## src/rtl/vga_scanout.sv

```systemverilog
// 640x480 VGA timing generator that scans a 256x240 frame buffer into a
// centred 512x480 window, doubling every source pixel in both directions.
module vga_scanout #(
  parameter int H_OFFSET = 64,
  parameter int RD_LAT   = 1   // frame-buffer read latency, 1..3
) (
  input  logic       clk,
  input  logic       rst_n,
  input  logic [7:0] vga_data,
  output logic [9:0] vga_row,
  output logic [9:0] vga_col,
  output logic       hsync,
  output logic       vsync,
  output logic [3:0] red,
  output logic [3:0] green,
  output logic [3:0] blue,
  output logic       frame_start,
  output logic       in_vblank
);

  localparam logic [9:0] H_LAST    = 10'd799;
  localparam logic [9:0] V_LAST    = 10'd524;
  localparam logic [9:0] H_VIS     = 10'd640;
  localparam logic [9:0] H_SYNC_LO = 10'd656;
  localparam logic [9:0] H_SYNC_HI = 10'd751;
  localparam logic [9:0] V_VIS     = 10'd480;
  localparam logic [9:0] V_SYNC_LO = 10'd490;
  localparam logic [9:0] V_SYNC_HI = 10'd491;
  localparam logic [9:0] WIN_LO    = 10'(H_OFFSET);
  localparam logic [9:0] WIN_HI    = 10'(H_OFFSET + 512);
  localparam logic [9:0] ADDR_NONE = 10'd1023;
  localparam int         DEPTH     = 2 + RD_LAT;

  logic [9:0] h_cnt_reg, h_cnt_next;
  logic [9:0] v_cnt_reg, v_cnt_next;
  logic       h_wrap, frame_wrap;
  logic       win_now, active_now, hsync_now, vsync_now;

  // Sync chains are the full pipeline depth; the window/active chains stop one
  // short because the colour register itself acts as their final stage.
  logic [DEPTH-1:0] hsync_dly_reg, vsync_dly_reg;
  logic [DEPTH-2:0] win_dly_reg, active_dly_reg;
  logic             pix_en;

  always_comb begin
    h_wrap     = (h_cnt_reg == H_LAST);
    frame_wrap = h_wrap && (v_cnt_reg == V_LAST);
    h_cnt_next = h_wrap ? 10'd0 : h_cnt_reg + 10'd1;
    v_cnt_next = v_cnt_reg;
    if (frame_wrap) begin
      v_cnt_next = 10'd0;
    end else if (h_wrap) begin
      v_cnt_next = v_cnt_reg + 10'd1;
    end
  end

  always_comb begin
    active_now = (h_cnt_reg < H_VIS) && (v_cnt_reg < V_VIS);
    win_now    = (v_cnt_reg < V_VIS) && (h_cnt_reg >= WIN_LO) && (h_cnt_reg < WIN_HI);
    hsync_now  = !((h_cnt_reg >= H_SYNC_LO) && (h_cnt_reg <= H_SYNC_HI));
    vsync_now  = !((v_cnt_reg >= V_SYNC_LO) && (v_cnt_reg <= V_SYNC_HI));
  end

  always_ff @(posedge clk or negedge rst_n) begin
    if (!rst_n) begin
      h_cnt_reg <= 10'd0;
      v_cnt_reg <= 10'd0;
    end else begin
      h_cnt_reg <= h_cnt_next;
      v_cnt_reg <= v_cnt_next;
    end
  end

  // Frame-buffer address plus the PPU-side status flags, one clock behind the counters.
  always_ff @(posedge clk or negedge rst_n) begin
    if (!rst_n) begin
      vga_row     <= ADDR_NONE;
      vga_col     <= ADDR_NONE;
      frame_start <= 1'b0;
      in_vblank   <= 1'b0;
    end else begin
      if (win_now) begin
        vga_row <= v_cnt_reg >> 1;
        vga_col <= (h_cnt_reg - WIN_LO) >> 1;
      end else begin
        vga_row <= ADDR_NONE;
        vga_col <= ADDR_NONE;
      end
      frame_start <= frame_wrap;
      in_vblank   <= (v_cnt_reg >= V_VIS);
    end
  end

  always_ff @(posedge clk or negedge rst_n) begin
    if (!rst_n) begin
      hsync_dly_reg  <= '1;
      vsync_dly_reg  <= '1;
      win_dly_reg    <= '0;
      active_dly_reg <= '0;
    end else begin
      hsync_dly_reg  <= {hsync_dly_reg[DEPTH-2:0], hsync_now};
      vsync_dly_reg  <= {vsync_dly_reg[DEPTH-2:0], vsync_now};
      win_dly_reg    <= {win_dly_reg[DEPTH-3:0], win_now};
      active_dly_reg <= {active_dly_reg[DEPTH-3:0], active_now};
    end
  end

  assign pix_en = win_dly_reg[DEPTH-2] & active_dly_reg[DEPTH-2];
  assign hsync  = hsync_dly_reg[DEPTH-1];
  assign vsync  = vsync_dly_reg[DEPTH-1];

  // RRRGGGBB expanded to 4 bits per channel by repeating the top bits.
  always_ff @(posedge clk or negedge rst_n) begin
    if (!rst_n) begin
      red   <= 4'd0;
      green <= 4'd0;
      blue  <= 4'd0;
    end else if (pix_en) begin
      red   <= {vga_data[7:5], vga_data[7]};
      green <= {vga_data[4:2], vga_data[4]};
      blue  <= {vga_data[1:0], vga_data[1:0]};
    end else begin
      red   <= 4'd0;
      green <= 4'd0;
      blue  <= 4'd0;
    end
  end

endmodule

```

## config.mk

```make
export PLATFORM = sky130hd
export DESIGN_NAME = vga_scanout
export DESIGN_NICKNAME = d
export VERILOG_FILES = /design/src/rtl/vga_scanout.sv
export SDC_FILE = /design/constraint.sdc
export NUM_CORES = 1
export LEC_CHECK = 0
export CORE_MARGIN = 2
export CORE_UTILIZATION = 45
export CTS_CLUSTER_SIZE = 14
export DETAILED_ROUTE_END_ITERATION = 12
export PLACE_DENSITY = 0.76
export SYNTH_ARGS = -nofsm -noshare
export SYNTH_HDL_FRONTEND = slang
export SYNTH_SLANG_ARGS = --single-unit
```

## constraint.sdc

```tcl
create_clock -name clk -period 3.8 [get_ports clk]
set_clock_uncertainty 0.15 [all_clocks]
set_input_delay 0.38 -clock clk [delete_from_list [all_inputs] [get_ports clk]]
set_output_delay 0.38 -clock clk [all_outputs]
set_load 0.005 [all_outputs]
```

==> results of run 1 <==
[where the power goes]
group | total, mW | switching [mW] | internal [mW] | leakage (nW)
registers | 0.630 | 0 | 0.630 | 0.713
clock network | 0.628 | 0.227 | 0.401 | 0.119
logic | 0.0210 | 0.0123 | 0.00875 | 0.524
total | 1.28 | 0.239 | 1.04 | 1.36
[path summary, 6_finish.rpt]
kind | from | end | cells after the start
setup / recovery | h_cnt_reg[6] | v_cnt_reg[9] | 6
hold / removal | active_dly_reg[0] | active_dly_reg[1] | 0
setup reg to reg | h_cnt_reg[6] | v_cnt_reg[9] | 6
hold reg to reg | active_dly_reg[0] | active_dly_reg[1] | 0
max in group asynchronous | rst_n | vga_col[2] | 3
min in group asynchronous | rst_n | green[1] | 2
[worst max-delay path, cell delays in order, from the launching register on]
cell     delay, ps
dfrtp_1        460
inv_1          140
ha_1           180
and4b_1        340
nand4_2        180
or3_1          330
a21oi_1        140
[metrics by stage]
step | power, mW | std cells | worst slack (ps) | hold WS (ps) | area (µm²)
5_1_grt | 1.33 | 319 | 1680 | 207 | 3120
3_3_place_gp | 0.661 | 302 | 1920 | 183 | 2880
3_5_place_dp | 0.661 | 302 | 1830 | 187 | 2880
4_1_cts | 1.30 | 319 | 1820 | 201 | 3120
6_report | 1.28 | 319 | 1810 | 198 | 3120
2_1_floorplan | 0.640 | 198 | 2010 | -65.6 | 2420
[cell families after synthesis]
family	after synthesis	share of synthesized area
and+or+nand+nor	78	0.181
DFF	59	0.623
buffers and inverters	20	0.0460
AOI/OAI and AO/OA	16	0.0429
xor gates and xnor gates	14	0.0507
adders and majority gates	10	0.0517
muxes	1	0.00414
[cell usage in the layout (no fill, tap or decap)]
cell,count
nor2_1,10
nor2_2,1
o21ai_0,7
nor4_1,1
clkinv_2,3
clkdlybuf4s50_1,44
dfstp_2,25
nand3_1,7
xor2_1,7
inv_4,1
and4_1,2
nand2_1,14
nand4b_1,1
dlygate4sd3_1,1
mux2i_1,1
a21oi_1,2
buf_2,1
a311oi_1,1
nor3_1,3
nor4b_1,1
and3_1,11
nor4bb_1,1
inv_1,7
nand4_2,1
o21a_1,2
ha_1,10
xnor2_1,7
nand4_1,6
and2_1,3
and4b_1,1
buf_4,1
bufinv_16,2
nand2b_1,13
clkbuf_8,11
or3_1,2
o2111ai_1,2
dfrtp_1,34
a211o_1,2
[area by class of cell]
class                      instances  area [µm²]  share of cell area
sequential                        59        1510               0.484
multi-input combinational        119         801               0.257
timing repair buffer              47         463               0.148
clock buffer                      11         151              0.0486
tap                               70        87.6              0.0281
clock inverter                     5        75.1              0.0241
inverter                           8        32.5              0.0104
[metal layers]
metal / part of all wire / wire [µm]
met2: 0.46 / 1950
met4: 0.023 / 99
met5: 0 / 0
met1: 0.47 / 2000
met3: 0.054 / 232
[timing repair]
action / 4_1_cts / 5_1_grt
hold endpoints to repair: 17 / 0
endpoints found under the setup margin: 0 / 0
hold buffers: 1 / 0
==> results_dict.tcl, run 1 <==
set metrics [dict create \
    status "finished clean" \
    clkSlewWorstSetupHoldPaths_ps 60 \
    routed_wl_um 4280 \
    ff2ff_setup_slack_ps 1810 \
    max_freq_ghz 0.502 \
    ys_types 35 \
    cp-end-kind "flop" \
    async_reset_ff_frac 1.00 \
    postSynthNetCount 218 \
    synth_most_common_cell "dfrtp_1" \
    wl_per_cell_um 13.4 \
    fin_nets 264 \
    maxCapViolCount 0 \
    utilization 0.607 \
    netlist_instances 198 \
    vias 1572 \
    period_share 0.524 \
    core_area_mm2 0.00514 \
    antenna_found_initial 0 \
    synth_common_cells "dfrtp_1 (34), dfstp_2 (25), nand2_1 (14)" \
    boundaryPins 46 \
    synth_edf_count 0 \
    cts_buffers 9 \
    tightest_slew_ps 578 \
    cp.required_ps 3910 \
    rsz0062_at_grt "false" \
    syn_avg_cell_area_um2 12.2 \
    slew_violations 0 \
    grt_use_total 0.163 \
    initial_utilization 0.471 \
    drt_iter0_drc 81 \
    use_met1 0.219 \
    p_leak_nw 1.36 \
    drc 0 \
    syn2layout_area_growth_pct 28.9 \
    antenna_left 0 \
    synth_flop_cell "dfrtp_1" \
    dr.pass1.iters 4 \
    num_rows 26 \
    vdd_drop_max_uv 296 \
    dieArea_mm2 0.00598 \
    vias_per_cell 4.93 \
    numPortBuffers 45 \
    grt_max_degree 33 \
    synth_top_area_cell "dfrtp_1" \
    start_kind "flop" \
    gr-total-overflow 0 \
    numClockSinks 59 \
    grt_busiest_layer "met2" \
    critPathMaxFanout 8 \
    hold_path.class "flop to flop" \
    drive_gt1_frac 0.185 \
    yosysWarnings 0 \
    htreeDepth 3 \
    num_antenna_cells 0 \
    die_w_um 77.3 \
    slew-limit-headroom 0.615 \
    yosysSeqAreaShare 0.623 \
    fillCellCount 440 \
    finalHoldViolations 0 \
    setup_violations 0 \
    critPathKind "flop to flop" \
    cts-resized-gates 0 \
    cp.arrival_ps 2100 \
    grt_pass1_wl_um 7510 \
    post_cts_buffers 0 \
    cts-root-buf "clkbuf_8" \
    use_met3 0.0465 \
    synth.area.top_cells "dfrtp_1 (35%), dfstp_2 (27%), ha_1 (5.2%), nand2b_1 (3.4%), and3_1 (2.8%)" \
    gp_congestion 0.840 \
    setup_tns_ps 0 \
    die_h_um 77.3 \
    clock_path_buffers 2 \
    grt_pass1_vias 1521 \
    ys_ff_latch 59 \
    cts_tree "built" \
    synth.top_cell.area_share 0.352 \
    fin_crit_ps 1990 \
    worstSkewPairLatency_ps 330 \
    p_per_area_mw_per_mm2 410 \
    met2_usage 0.234 \
    dpl.hpwl_um 2940 \
    synthesis.area_mm2 0.00242 \
]
No activity file was read; power rests on OpenSTA's default activity.
==> run 2: changes to the inputs <==
- PLACE_DENSITY: 0.76 -> 0.78
- clock period: 3.8 -> 1.64 ns (I/O delays scaled with it)
==> run 2 against run 1 <==
Effect of this change: the run now ends with negative setup slack left; combinational power rose to 2.5 times the previous value; final area is 12% higher; clock power increased by 140%; sequential power up 130%; register-to-register slack lost 1900 ps; worst setup slack lost 1900 ps; highest routed layer unchanged.
==> results_dict.tcl, run 2 (synthesis gave the netlist of run 1 again) <==
set metrics [dict create \
    worst_slack_ps -60.4 \
    final_cells 354 \
    antenna_found_initial 0 \
    critPathKind "flop to flop" \
    dp_cells 332 \
    cp.required_ps 1760 \
    boundaryPins 46 \
    final_cell_mix "dfrtp_1 (33), buf_4 (31), dfstp_2 (25), clkdlybuf4s50_1 (22), dlygate4sd2_1 (22)" \
    core_area_mm2 0.00514 \
    grt_use_total 0.178 \
    worstSkewPairLatency_ps 330 \
    gp_congestion 0.792 \
    die_h_um 77.3 \
    cp-end-kind "flop" \
    power.total_mw 3.00 \
    rsz0062_at_grt "true" \
    layout_commonest_cell "dfrtp_1" \
    cts_tree "built" \
    die_w_um 77.3 \
    drive_gt1_frac 0.349 \
    num_rows 26 \
    fin_crit_ps 1700 \
    drc 0 \
    cts-root-buf "clkbuf_8" \
    cp.arrival_ps 1820 \
    r2r_cells 6 \
    grt_pass1_wl_um 8140 \
    hold_path.class "input pin to async pin" \
    gr-total-overflow 0 \
    vias 1721 \
    grt_max_degree 60 \
    syn2layout_area_growth_pct 44.5 \
    finalHoldViolations 0 \
    htreeDepth 3 \
    dpl.hpwl_um 3200 \
    tightest_slew_ps 308 \
    fin_nets 299 \
    drt_iter0_drc 67 \
    maxCapViolCount 0 \
    wl_per_cell_um 13.9 \
    initial_utilization 0.471 \
    grt_pass1_vias 1717 \
    p_per_area_mw_per_mm2 856 \
    status "finished with violations" \
    violations "negative setup slack" \
    cts_buffers 9 \
    routed_wl_um 4920 \
    max_freq_ghz 0.588 \
    slew_violations 0 \
    setup_violations 16 \
    start_kind "flop" \
    p_leak_nw 1.50 \
    vias_per_cell 4.86 \
    clock_path_buffers 2 \
    dieArea_mm2 0.00598 \
    num_antenna_cells 0 \
    slew-limit-headroom 0.795 \
    period_share 1.04 \
    clkSlewWorstSetupHoldPaths_ps 60 \
    critPathMaxFanout 6 \
    dr.pass1.iters 4 \
    numPortBuffers 45 \
    utilization 0.680 \
    vdd_drop_max_uv 747 \
    preCtsSetupSlack_ps -105 \
    numClockSinks 59 \
    antenna_left 0 \
]
run 2: cell types whose count changed in the layout (fill, tap and decap cells not counted), sizes merged:
cell and change:
clkinvlp +1, buf +35, clkinv -2, clkdlybuf4s50 -22, dlygate4sd2 +22, clkbuf +1
run 2: report_power, final:
| group | switching (mW) | internal, mW |
|---|---|---|
| clock | 0.548 | 0.936 |
| sequential | 0 | 1.46 |
| combinational | 0.0287 | 0.0237 |
| total | 0.577 | 2.42 |
run 2: what timing repair did:
action / CTS / global route
resized for setup: 30 / 20
hold buffers: 1 / 0
endpoints found under the setup margin: 42 / 33
pin swaps: 1 / 9
endpoints found under the hold margin: 59 / 0
buffers inserted: 1 / 4
run 2: final timing paths:
path	slack [ps]	end	startpoint
max	-60	v_cnt_reg[9]	h_cnt_reg[6]
min	200	in_vblank	rst_n
max reg2reg	-60	v_cnt_reg[9]	h_cnt_reg[6]
min reg2reg	200	active_dly_reg[1]	active_dly_reg[0]
max in group asynchronous	820	vga_col[7]	rst_n
min in group clk	200	active_dly_reg[1]	active_dly_reg[0]
run 2: per-layer routing:
layer  GRT usage  up-vias  part of all wire
li1            -      829                 -
met5           0        -                 0
met2       0.283       51              0.49
met1       0.217      836              0.44
met3      0.0651        5             0.057
met4      0.0857        0             0.016
run 2: worst max-delay path, stage by stage, from the launching register on:
cell	delay (ps)
dfrtp_1	390
inv_2	80
ha_4	130
and4b_2	310
nand4_4	110
or3_1	340
a21oi_2	110
run 2: metrics by stage:
stage / TNS, ps / hold WS [ps] / instance area [µm²]
after floorplan: -132 / -282 / 2450
after global placement: -380 / 35.0 / 3140
after detailed placement: -1700 / 43.5 / 3140
after CTS: -830 / 202 / 3390
after global routing: -2290 / 209 / 3500
final: -173 / 199 / 3500
run 2: cell type report:
type	instances	area, µm²
Inverter	8	35.0
Tap cell	70	87.6
Clock inverter	4	72.6
Multi-Input combinational cell	119	912
Sequential cell	59	1510
Clock buffer	12	155
Timing Repair Buffer	82	726
Fill cell	389	1640
==> run 3: changes to the inputs <==
- CTS_CLUSTER_DIAMETER: default -> 50
- REMOVE_ABC_BUFFERS: default -> 1
==> run 3 against run 2 <==
Effect of this change: the flow still finishes with violations (negative setup slack); wire length up 8.4%; highest routed layer unchanged; largest cell class unchanged; critical path depth unchanged; register-to-register slack worse by 140 ps; final area down 0.75%; global-route usage up 0.90 points; die area unchanged; worst hold slack better by 5.4 ps; cell count up 2.0%; worst setup slack worse by 140 ps; critical endpoint unchanged; combinational power up 2%; largest power group is now sequential cells.
==> results_dict.tcl, run 3 (synthesis gave the netlist of run 1 again) <==
set metrics [dict create \
    preCtsSetupSlack_ps -182 \
    hold_path.class "flop to flop" \
    core_area_mm2 0.00514 \
    cp.required_ps 1730 \
    clkSlewWorstSetupHoldPaths_ps 70 \
    die_w_um 77.3 \
    initial_utilization 0.471 \
    num_rows 26 \
    routed_wl_um 5330 \
    hold_end "active_dly_reg[1]" \
    worst_path_largest_cell_delay_ps 390 \
    fin_crit_ps 1840 \
    critPathKind "flop to flop" \
    r2r_cells 6 \
    fillCellCount 394 \
    setup_violations 24 \
    vdd_drop_max_uv 416 \
    period_share 1.12 \
    drive_gt1_frac 0.357 \
    cp-end-kind "flop" \
    grt_pass1_vias 1800 \
    fin_nets 306 \
    worstPathCellList "inv_2 > ha_4 > and4b_2 > nand4_2 > or3_1 > a21oi_1" \
    maxCapViolCount 0 \
    cts_tree "built" \
    violations "negative setup slack" \
    grt_use_total 0.187 \
    antenna_found_initial 0 \
    gr-total-overflow 0 \
    grt_pass1_wl_um 8700 \
    grt_max_degree 60 \
    cts-root-buf "clkbuf_8" \
    syn2layout_area_growth_pct 43.4 \
    status "finished with violations" \
    cp.arrival_ps 1940 \
    utilization 0.675 \
    cts_buffers 9 \
    slew-limit-headroom 0.802 \
    numClockSinks 59 \
    boundaryPins 46 \
    dpl.hpwl_um 3440 \
    regToRegStartpoint "h_cnt_reg[6]" \
    dieArea_mm2 0.00598 \
    dr.pass1.iters 4 \
    critPathMaxFanout 4 \
    worstHoldStart "active_dly_reg[0]" \
    ff2ff_setup_slack_ps -200 \
    gp_congestion 0.790 \
    clock_path_buffers 2 \
    crit_buf_inv 1 \
    power.total_mw 2.78 \
    final_cell_mix "buf_4 (40), dfrtp_1 (34), dfstp_2 (25), clkdlybuf4s50_1 (22), dlygate4sd2_1 (22)" \
    p_leak_nw 1.50 \
    htreeDepth 3 \
    num_antenna_cells 0 \
    finalHoldViolations 0 \
    numPortBuffers 45 \
    antenna_left 0 \
    hold_ws_ps 205 \
    die_h_um 77.3 \
    vias 1780 \
    wl_per_cell_um 14.8 \
    worstSkewPairLatency_ps 330 \
    cpLargestDelayFamily "simple AND/OR/NAND/NOR gates" \
    setup_tns_ps -908 \
    r2r-end "v_cnt_reg[9]" \
    p_per_area_mw_per_mm2 802 \
    worst_path_max_delay_cell "dfrtp_1" \
    max_freq_ghz 0.542 \
    drc 0 \
    worst_slack_ps -204 \
    tightest_slew_ps 297 \
    min_path_cells 0 \
    vias_per_cell 4.93 \
    start_kind "flop" \
    rsz0062_at_grt "true" \
    drt_iter0_drc 61 \
    slew_violations 0 \
    layout_commonest_cell "buf_4" \
]
==> run 3: cell types whose count changed in the layout (fill, tap and decap cells not counted), sizes merged <==
cell	before	now
clkinvlp	1	2
clkinv	1	4
buf	37	44
clkbuf	12	9
bufinv	2	1
==> run 3: layout make-up <==
type                       count  area [µm²]  share of cell area
clock buffer                   9         124              0.0357
timing repair buffer          89         771               0.222
inverter                       8        35.0              0.0101
multi-input combinational    119         877               0.253
tap                           70        87.6              0.0252
sequential                    59        1510               0.434
clock inverter                 7        68.8              0.0198
==> run 3: stage by stage <==
stage	cell area, µm²	cells
5_1_grt	3470	361
6_report	3470	361
3_5_place_dp	3160	338
4_1_cts	3400	358
2_1_floorplan	2340	186
3_3_place_gp	3160	338
==> run 3: worst reg2reg max path, cell delays in order, from the launching register on <==
cell and delay (ps):
dfrtp_1 390, inv_2 100, ha_4 140, and4b_2 280
nand4_2 120, or3_1 370, a21oi_1 220
==> run 3: worst max path at each step <==
| stage | startpoint | end | slack [ps] | depth (start not counted) |
|---|---|---|---|---|
| after floorplan | h_cnt_reg[6] | v_cnt_reg[9] | -150 | 6 |
| after detailed placement | h_cnt_reg[6] | v_cnt_reg[9] | -180 | 6 |
| after global placement | h_cnt_reg[6] | v_cnt_reg[9] | -70 | 6 |
| after global routing | h_cnt_reg[6] | v_cnt_reg[9] | -270 | 6 |
| final | h_cnt_reg[6] | v_cnt_reg[9] | -200 | 6 |
| after CTS | h_cnt_reg[6] | v_cnt_reg[9] | -70 | 6 |
==> run 3: power by group <==
group          internal (mW)  switching [mW]
combinational         0.0238          0.0296
sequential              1.46               0
clock                  0.694           0.579
==> run 3: repair_timing <==
action | 4_1_cts | 5_1_grt
buffers inserted | 3 | 3
gates resized for setup | 33 | 13
setup endpoints to repair | 49 | 29
hold endpoints to repair | 59 | 0
pin swaps | 9 | 5
hold buffers | 1 | 0
==> run 3: metal layers <==
layer  share of wire  wire length (µm)  GRT usage  vias up
li1                -                 -          -      841
met1            0.42              2220      0.233      866
met2            0.51              2720      0.300       64
met3           0.056               296     0.0465        9
met4           0.018                95      0.104        0
met5               0                 0          0        -
